File: src/rtl/alu_writeback_stage.sv
// ---------------------------------------------------------------------------
// alu_writeback_stage
//
// Downstream stage of the 8-bit ALU. Each accepted ALU transaction may commit
// its flags into the architectural flag register (depending on the opcode)
// and may queue a register-file writeback. Queued writebacks drain to the
// register-file write port under a write/acknowledge handshake, so ALU issue
// is decoupled from register-file write availability.
//
// o_Ready, o_WrEn, o_WrAddr, o_WrData and o_Count depend only on registered
// state. There is no combinational path from any input to any output.
// ---------------------------------------------------------------------------
module alu_writeback_stage #(
    parameter int FIFO_DEPTH = 2,   // power of two, 2..8
    parameter int REG_ADDR_W = 3
) (
    input  logic                        i_Clk,
    input  logic                        i_Reset_n,

    // ALU result side
    input  logic                        i_Valid,
    output logic                        o_Ready,
    input  logic [3:0]                  i_ALUOp,
    input  logic [7:0]                  i_Result,
    input  logic                        i_Z,
    input  logic                        i_S,
    input  logic                        i_C,
    input  logic                        i_OF,
    input  logic                        i_WrBack,
    input  logic [REG_ADDR_W-1:0]       i_DestAddr,
    input  logic                        i_FlagClr,

    // Register-file write port
    output logic                        o_WrEn,
    output logic [REG_ADDR_W-1:0]       o_WrAddr,
    output logic [7:0]                  o_WrData,
    input  logic                        i_WrAck,

    // Architectural flags and queue occupancy
    output logic                        o_FlagZ,
    output logic                        o_FlagS,
    output logic                        o_FlagC,
    output logic                        o_FlagOF,
    output logic [$clog2(FIFO_DEPTH):0] o_Count
);

    // -----------------------------------------------------------------------
    // Local parameters
    // -----------------------------------------------------------------------
    localparam int PTR_W = $clog2(FIFO_DEPTH);
    localparam int CNT_W = PTR_W + 1;

    localparam logic [CNT_W-1:0] FULL_COUNT = CNT_W'(FIFO_DEPTH);

    // ALU opcode encoding shared with the ALU. Only ADD and ZER produce
    // trustworthy flags; every other code leaves stale flags on the ALU
    // outputs and must not be committed.
    localparam logic [3:0] ALUOP_ADD = 4'h0;
    localparam logic [3:0] ALUOP_ZER = 4'h1;
    localparam logic [3:0] ALUOP_PD1 = 4'h2;
    localparam logic [3:0] ALUOP_PD2 = 4'h3;

    // -----------------------------------------------------------------------
    // State
    // -----------------------------------------------------------------------
    logic [PTR_W-1:0]       head_ptr;
    logic [PTR_W-1:0]       tail_ptr;
    logic [CNT_W-1:0]       count;

    logic [REG_ADDR_W-1:0]  addr_mem [FIFO_DEPTH];
    logic [7:0]             data_mem [FIFO_DEPTH];

    logic                   flag_z;
    logic                   flag_s;
    logic                   flag_c;
    logic                   flag_of;

    // -----------------------------------------------------------------------
    // Handshake decode
    // -----------------------------------------------------------------------
    logic full;
    logic empty;
    logic accept;
    logic push;
    logic pop;

    assign full   = (count == FULL_COUNT);
    assign empty  = (count == '0);

    // Ready comes from the registered count only, so a same-cycle i_WrAck
    // on a full queue does not open the input side.
    assign o_Ready = !full;
    assign accept  = i_Valid && !full;
    assign push    = accept && i_WrBack;
    assign pop     = !empty && i_WrAck;

    // -----------------------------------------------------------------------
    // Queue storage: write the tail entry on every push
    // -----------------------------------------------------------------------
    // NOTE: the storage is reset so that the head view and any debug read of
    // the array are deterministic after reset; the cost is a reset on every
    // storage flop, acceptable at these depths.
    always_ff @(posedge i_Clk or negedge i_Reset_n) begin
        if (!i_Reset_n) begin
            for (int i = 0; i < FIFO_DEPTH; i++) begin
                addr_mem[i] <= '0;
                data_mem[i] <= '0;
            end
        end else if (push) begin
            addr_mem[tail_ptr] <= i_DestAddr;
            data_mem[tail_ptr] <= i_Result;
        end
    end

    // -----------------------------------------------------------------------
    // Pointers and occupancy: advance on push/pop, wrap modulo FIFO_DEPTH
    // -----------------------------------------------------------------------
    // NOTE: sequential state is always assigned with <= so every flop samples
    // the pre-edge values of its neighbours regardless of statement order.
    always_ff @(posedge i_Clk or negedge i_Reset_n) begin
        if (!i_Reset_n) begin
            head_ptr <= '0;
            tail_ptr <= '0;
            count    <= '0;
        end else begin
            // FIFO_DEPTH is a power of two, so natural pointer overflow is
            // exactly the modulo wrap.
            if (push) begin
                tail_ptr <= tail_ptr + 1'b1;
            end
            if (pop) begin
                head_ptr <= head_ptr + 1'b1;
            end

            // push is impossible when full and pop is impossible when empty,
            // so count stays within 0..FIFO_DEPTH.
            unique case ({push, pop})
                2'b10:   count <= count + 1'b1;
                2'b01:   count <= count - 1'b1;
                default: count <= count;
            endcase
        end
    end

    // -----------------------------------------------------------------------
    // Flag register: clear wins, otherwise commit by opcode on accept
    // -----------------------------------------------------------------------
    always_ff @(posedge i_Clk or negedge i_Reset_n) begin
        if (!i_Reset_n) begin
            flag_z  <= 1'b0;
            flag_s  <= 1'b0;
            flag_c  <= 1'b0;
            flag_of <= 1'b0;
        end else if (i_FlagClr) begin
            flag_z  <= 1'b0;
            flag_s  <= 1'b0;
            flag_c  <= 1'b0;
            flag_of <= 1'b0;
        end else if (accept) begin
            case (i_ALUOp)
                ALUOP_ADD: begin
                    flag_z  <= i_Z;
                    flag_s  <= i_S;
                    flag_c  <= i_C;
                    flag_of <= i_OF;
                end
                ALUOP_ZER: begin
                    flag_z  <= i_Z;
                end
                ALUOP_PD1,
                ALUOP_PD2: begin
                    // Pass-through ops carry stale flags: hold.
                end
                default: begin
                    // Unknown ops never touch the flags.
                end
            endcase
        end
    end

    // -----------------------------------------------------------------------
    // Head view: present the oldest entry, forced to zero when empty
    // -----------------------------------------------------------------------
    // NOTE: every output of this block gets a default first, so no path
    // leaves a signal unassigned and no latch is inferred.
    always_comb begin
        o_WrEn   = 1'b0;
        o_WrAddr = '0;
        o_WrData = '0;
        if (!empty) begin
            o_WrEn   = 1'b1;
            o_WrAddr = addr_mem[head_ptr];
            o_WrData = data_mem[head_ptr];
        end
    end

    // -----------------------------------------------------------------------
    // Remaining outputs
    // -----------------------------------------------------------------------
    assign o_Count  = count;
    assign o_FlagZ  = flag_z;
    assign o_FlagS  = flag_s;
    assign o_FlagC  = flag_c;
    assign o_FlagOF = flag_of;

endmodule
File: config.mk
export PLATFORM = sky130hd
export DESIGN_NAME = alu_writeback_stage
export DESIGN_NICKNAME = d
export VERILOG_FILES = /design/src/rtl/alu_writeback_stage.sv
export SDC_FILE = /design/constraint.sdc
export NUM_CORES = 1
export LEC_CHECK = 0
export BUFFER_PORTS_ARGS = -buffer_cell sky130_fd_sc_hd__clkbuf_2
export CAP_MARGIN = 0
export CORE_ASPECT_RATIO = 0.75
export CORE_MARGIN = 2
export CORE_UTILIZATION = 35
export CTS_CLUSTER_SIZE = 25
export DETAILED_ROUTE_END_ITERATION = 10
export GPL_TIMING_DRIVEN = 1
export PLACE_DENSITY = 0.58
export SLEW_MARGIN = 5
export SYNTH_ARGS = -nofsm -noshare
export SYNTH_HDL_FRONTEND = slang
export SYNTH_SLANG_ARGS = --single-unit
File: constraint.sdc
create_clock -name i_Clk -period 1.3 [get_ports i_Clk]
set_input_delay 0 -clock i_Clk [delete_from_list [all_inputs] [get_ports i_Clk]]
set_output_delay 0 -clock i_Clk [all_outputs]
set_load 0.05 [all_outputs]
## Yosys cells after proc, flatten, opt, wreduce, memory -nomap -nowiden

Index checks and enable logic that the tools add are counted.
W data, S select, Z words.

| word-level totals | value |
|---|---|
| register bits after elaboration | 30 |
| bits of input ports | 25 |
| output and inout port bits | 19 |
| logic and storage cells | 67 |

| operators by class | value |
|---|---|
| add/subtract/negate cells | 4 |
| $lt $le $gt $ge | 3 |
| equality and inequality tests | 4 |
| multiplexer cells | 28 |
| bitwise gates (word level) | 2 |
| reductions and logical operators | 15 |

Operators with widths:

| operator | count |
|---|---|
| $mux W8 | 5 |
| $bwmux W16 | 1 |
| $mux W3 | 5 |
| $mux W1 | 13 |
| $demux W8 S1 | 1 |
| $reduce_bool A2 Y1 | 4 |
| $bwmux W6 | 1 |
| $eq A2 B2 Y1 const B | 2 |
| $eq A4 B1 Y1 const B | 1 |
| $ge A2 B2 Y1 const B | 2 |
| $logic_and A1 B1 Y1 | 4 |
| $logic_not A4 Y1 | 1 |
| $not A1 Y2 | 2 |
| $pmux W2 S2 | 1 |
| $reduce_and A2 Y1 | 2 |
| $demux W3 S1 | 1 |
| $add A1 B1 Y1 const B | 2 |
| $add A2 B1 Y2 const B | 1 |
| $eq A2 B1 Y1 const B | 1 |
| $logic_not A1 Y1 | 2 |
| $logic_not A2 Y1 | 1 |
| $lt A2 B1 Y1 const B | 1 |
| $reduce_or A2 Y1 | 1 |
| $sub A2 B1 Y2 const B | 1 |

## Depth between registers and ports, before layout

| depth | value |
|---|---|
| depth in word-level cells | 6 |
| mapped depth | 6 |
| gate-level depth less buffers | 6 |

## Worst setup path before layout

OpenSTA, ideal clock, no wires.

| timing | value |
|---|---|
| path type | register -> register |
| start point | register count[0], in the netlist o_Count[0] |
| end point | register addr_mem[3] in the netlist's numbering |
| library setup time | 0.125 ns |
| arrival time | 1.762 ns |
| data required time | 1.175 ns |
| path slack | -0.587 ns |
| stages on the path, launching flop included | 5 |
| path buffers | 1 |
| period minus slack after synthesis | 1.887 ns |
| path through | dfrtp_1 -> nand2b_4 -> and4b_4 -> buf_12 -> mux2_4 |

| on the way | value |
|---|---|
| longest elaborated chain between the ends | 4 |

RTL lines:

| what | RTL line | source |
|---|---|---|
| start: declaration | 68 | `logic [CNT_W-1:0] count;` |
| start signal: assignment | 138 | `2'b10: count <= count + 1'b1;` |
| start signal: assignment | 139 | `2'b01: count <= count - 1'b1;` |
| start signal: assignment | 140 | `default: count <= count;` |
| $eq A2 B2 Y1 | 87 | `assign full = (count == FULL_COUNT);` |
| $logic_not A1 Y1 | - |  |
| via o_Ready | 22 | `output logic o_Ready,` |
| $logic_and A1 B1 Y1 | 93 | `assign accept = i_Valid && !full;` |
| $logic_and A1 B1 Y1 | 94 | `assign push = accept && i_WrBack;` |
| end signal: indexed assignment | 110 | `addr_mem[tail_ptr] <= i_DestAddr;` |
| end: declaration | 70 | `logic [REG_ADDR_W-1:0] addr_mem [FIFO_DEPTH];` |

The timed path passes the listed nets, and every way through them passes these cells.
A chain may end at the register's enable or synchronous reset.

## Worst setup path in the final report

| timing | value |
|---|---|
| start point | register count[0], in the netlist o_Count[0] |
| end point | register data_mem[12] in the netlist's numbering |

| on the way | value |
|---|---|
| longest elaborated chain between the ends | 4 |

RTL lines:

| what | RTL line | source |
|---|---|---|
| $eq A2 B2 Y1 | 87 |  |
| $logic_not A1 Y1 | 93 |  |
| $logic_and A1 B1 Y1 | 93 |  |
| $logic_and A1 B1 Y1 | 94 |  |
| end signal: indexed assignment | 111 | `data_mem[tail_ptr] <= i_Result;` |
| end: declaration | 71 | `logic [7:0] data_mem [FIFO_DEPTH];` |

Every way passes these cells.

==> results.ini <==
[status]
status = finished with violations
violations = setup timing

[setup_path]
critPathCaptureType = register
worstReg2RegEnd = data_mem[12]$_DFFE_PN0P_
cp_cell_sequence = nand2b_4, and4b_4, buf_12, mux2_4
crit_required_ns = 1.45
worstSetupPathType = register to register
r2r_cells = 4
worstSetupStartpointType = register
max_stage_delay_ns = 0.41
timing.rr.start = o_Count[0]$_DFFE_PN0P_
slowest_stage = dfrtp_2
crit_cells = 4
worst-path-max-fanout = 5
crit_buf_inv = 1
crit_family = simple AND/OR/NAND/NOR gates
worstPathArrival_ns = 1.56
regToRegSetupSlack_ns = -0.11

[sta]
period_needed_ns = 1.411
report.final.hold_viol_count = 0
slew_violations = 0
skew_ns = 0.004564
period_share = 1.086
tightest_slew_ns = 0.3877
fin_ws_ns = -0.1114
finalSetupViolCount = 36
max_slew_margin = 0.7415
rsz0062_at_grt = true
timing.fmax_mhz = 708.5

[drt]
drt_iter0_drc = 13
top_layer_used = met4
firstDrtPassIters = 2
drt-met1-wl_um = 1583
postRouteAntennaNets = 0
wl_met2_um = 1876
drt-total-wl_um = 3629
routed_via_density = 4.700
wl_met3_um = 121
num_vias = 1142
drc_errors = 0
wl_per_cell_um = 14.93

[floorplan]
coreArea_mm2 = 0.004054
rows = 20
design.die.area_mm2 = 0.004744
die_h_um = 60.15
start_util = 0.3630
dieWidth_um = 78.87
ios = 44

[finish]
num_antenna_cells = 0
final_common_cell = clkbuf_2
final_cell_mix = 30 x clkbuf_2, 28 x dfrtp_1, 21 x mux2_4
drive_gt1_frac = 0.6330
post-route-util = 0.6191
area_growth_syn_to_layout_pct = 70.58
finalInstanceArea_mm2 = 0.002510
nets = 214

[clocking]
clock_path_buffers = 2
root_buffer = clkbuf_8
worst_skew_pair.late_latency_ns = 0.27
htreeDepth = 2
cts_buffers = 5
cts_tree = built
clkTransAtPathRegs_ns = 0.06
clock_sinks = 30

[min_path]
whs_endpoint = o_FlagZ$_DFFE_PN0P_
min_delay_path_depth = 4
min_from = i_ALUOp[3]
hp-class = primary input to register

[synthesis]
yosys.area.top_type = dfrtp_1
ys_seq_area_frac = 0.5102
yosysTopAreaCellShare = 0.5102
ys_warn_count = 0
synth_area_mm2 = 0.001471
synthesis.nets = 134
ys_types = 21
post_synth.cell_area_avg_um2 = 13.62
syn_inst = 108
synth_area_leaders = dfrtp_1 51%, mux2_4 10%, mux2i_1 10%
synth_seq_cells = 30

[global_route]
grt.total_usage = 0.1612
overflow = 0
antenna_found_initial = 0
grt_max_degree = 31
grt_pass1_wl_um = 5692
grt_pass1_vias = 1231

[pwr]
max-vdd-ir-drop_v = 0.001294
p_leak_nw = 1.159
powerDensity_mw_per_mm2 = 2965

[place]
gp_congestion = 0.7264
post_dp_cell_area_mm2 = 0.001911
portBuffers = 43
dpl.hpwl_um = 2199

[run]
cap_violations = 0

-- routing by layer --
layer | GRT usage | up-vias
li1 | - | 537
met1 | 0.1903 | 580
met2 | 0.2918 | 21
met3 | 0.04532 | 4
met4 | 0.04680 | 0
met5 | 0 | -
-- registers in the layout (all words and copies together), names as in the netlist --
| signal | flops |
|---|---|
| addr_mem | 6 |
| data_mem | 16 |
| o_Count | 2 |
| o_FlagOF | 1 |
| tail_ptr | 1 |
| o_FlagC | 1 |
| head_ptr | 1 |
| o_FlagS | 1 |
| o_FlagZ | 1 |
-- Yosys cell counts --
library cell / count
and4b_2: 1
and4b_4: 1
buf_12: 1
buf_2: 2
buf_6: 1
clkbuf_1: 1
dfrtp_1: 30
ha_1: 1
inv_1: 1
mux2_2: 12
mux2_4: 10
mux2i_1: 15
nand2b_1: 8
nand2b_4: 1
nand3_1: 2
nand4_4: 1
nor2_1: 13
nor2b_1: 1
nor3_1: 1
xnor2_1: 3
xor2_1: 2
-- worst reg2reg max path, cell delays in order, from the launching register on --
cell and delay [ns]:
dfrtp_2 0.41, nand2b_4 0.16, and4b_4 0.29, buf_12 0.14, mux2_4 0.30
-- cell families (layout without fill, tap and decap cells) --
logic type | count (synthesis) | count (layout) | synth area share
xor+xnor | 5 | 5 | 0.02977
buf+inv | 6 | 85 | 0.03316
fa+ha+maj | 1 | 1 | 0.008502
mux | 37 | 37 | 0.2959
simple gates | 29 | 30 | 0.1224
flops | 30 | 30 | 0.5102
-- worst max path at each step --
stage,start,end,slack (ns)
after global placement,o_Count[0]$_DFFE_PN0P_,data_mem[5]$_DFFE_PN0P_,-0.06
final,o_Count[0]$_DFFE_PN0P_,data_mem[12]$_DFFE_PN0P_,-0.11
after floorplan,o_Count[0]$_DFFE_PN0P_,addr_mem[3]$_DFFE_PN0P_,-0.40
after detailed placement,o_Count[0]$_DFFE_PN0P_,addr_mem[2]$_DFFE_PN0P_,-0.10
after global routing,o_Count[0]$_DFFE_PN0P_,data_mem[10]$_DFFE_PN0P_,-0.14
after CTS,o_Count[0]$_DFFE_PN0P_,data_mem[10]$_DFFE_PN0P_,-0.11
-- final cells by class --
class                           instances  area, um^2
Tap cell                               55       68.82
Multi-Input combinational cell         73       899.6
Inverter                                1       3.754
Fill cell                             337        1544
Timing Repair Buffer                   77       708.2
Clock buffer                            7       76.32
Sequential cell                        30       753.2
-- metrics by stage --
step	cells	hold WS [ns]	power (mW)	setup TNS [ns]	worst slack (ns)
after global routing	243	0.1125	7.798	-3.922	-0.1442
after floorplan	108	-0.2956	4.388	-7.738	-0.3972
after detailed placement	214	0.04127	5.208	-1.862	-0.1047
after global placement	214	0.03671	5.131	-1.078	-0.05805
after CTS	242	0.06957	7.021	-2.827	-0.1096
final	243	0.06977	7.442	-2.025	-0.1114
-- power breakdown --
| group | total [mW] | internal (mW) | switching [mW] |
|---|---|---|---|
| logic | 5.03 | 2.50 | 2.53 |
| clock network | 0.674 | 0.368 | 0.306 |
| registers | 1.74 | 1.37 | 0.370 |
| total | 7.44 | 4.24 | 3.21 |
-- what timing repair did --
item	4_1_cts	5_1_grt
cloned	1	1
pin swaps	8	2
hold endpoints to repair	56	0
resized for setup	45	30
setup buffers	4	3
endpoints found under the setup margin	34	40
hold buffers	16	0
Power figures use the tool's default switching activity.
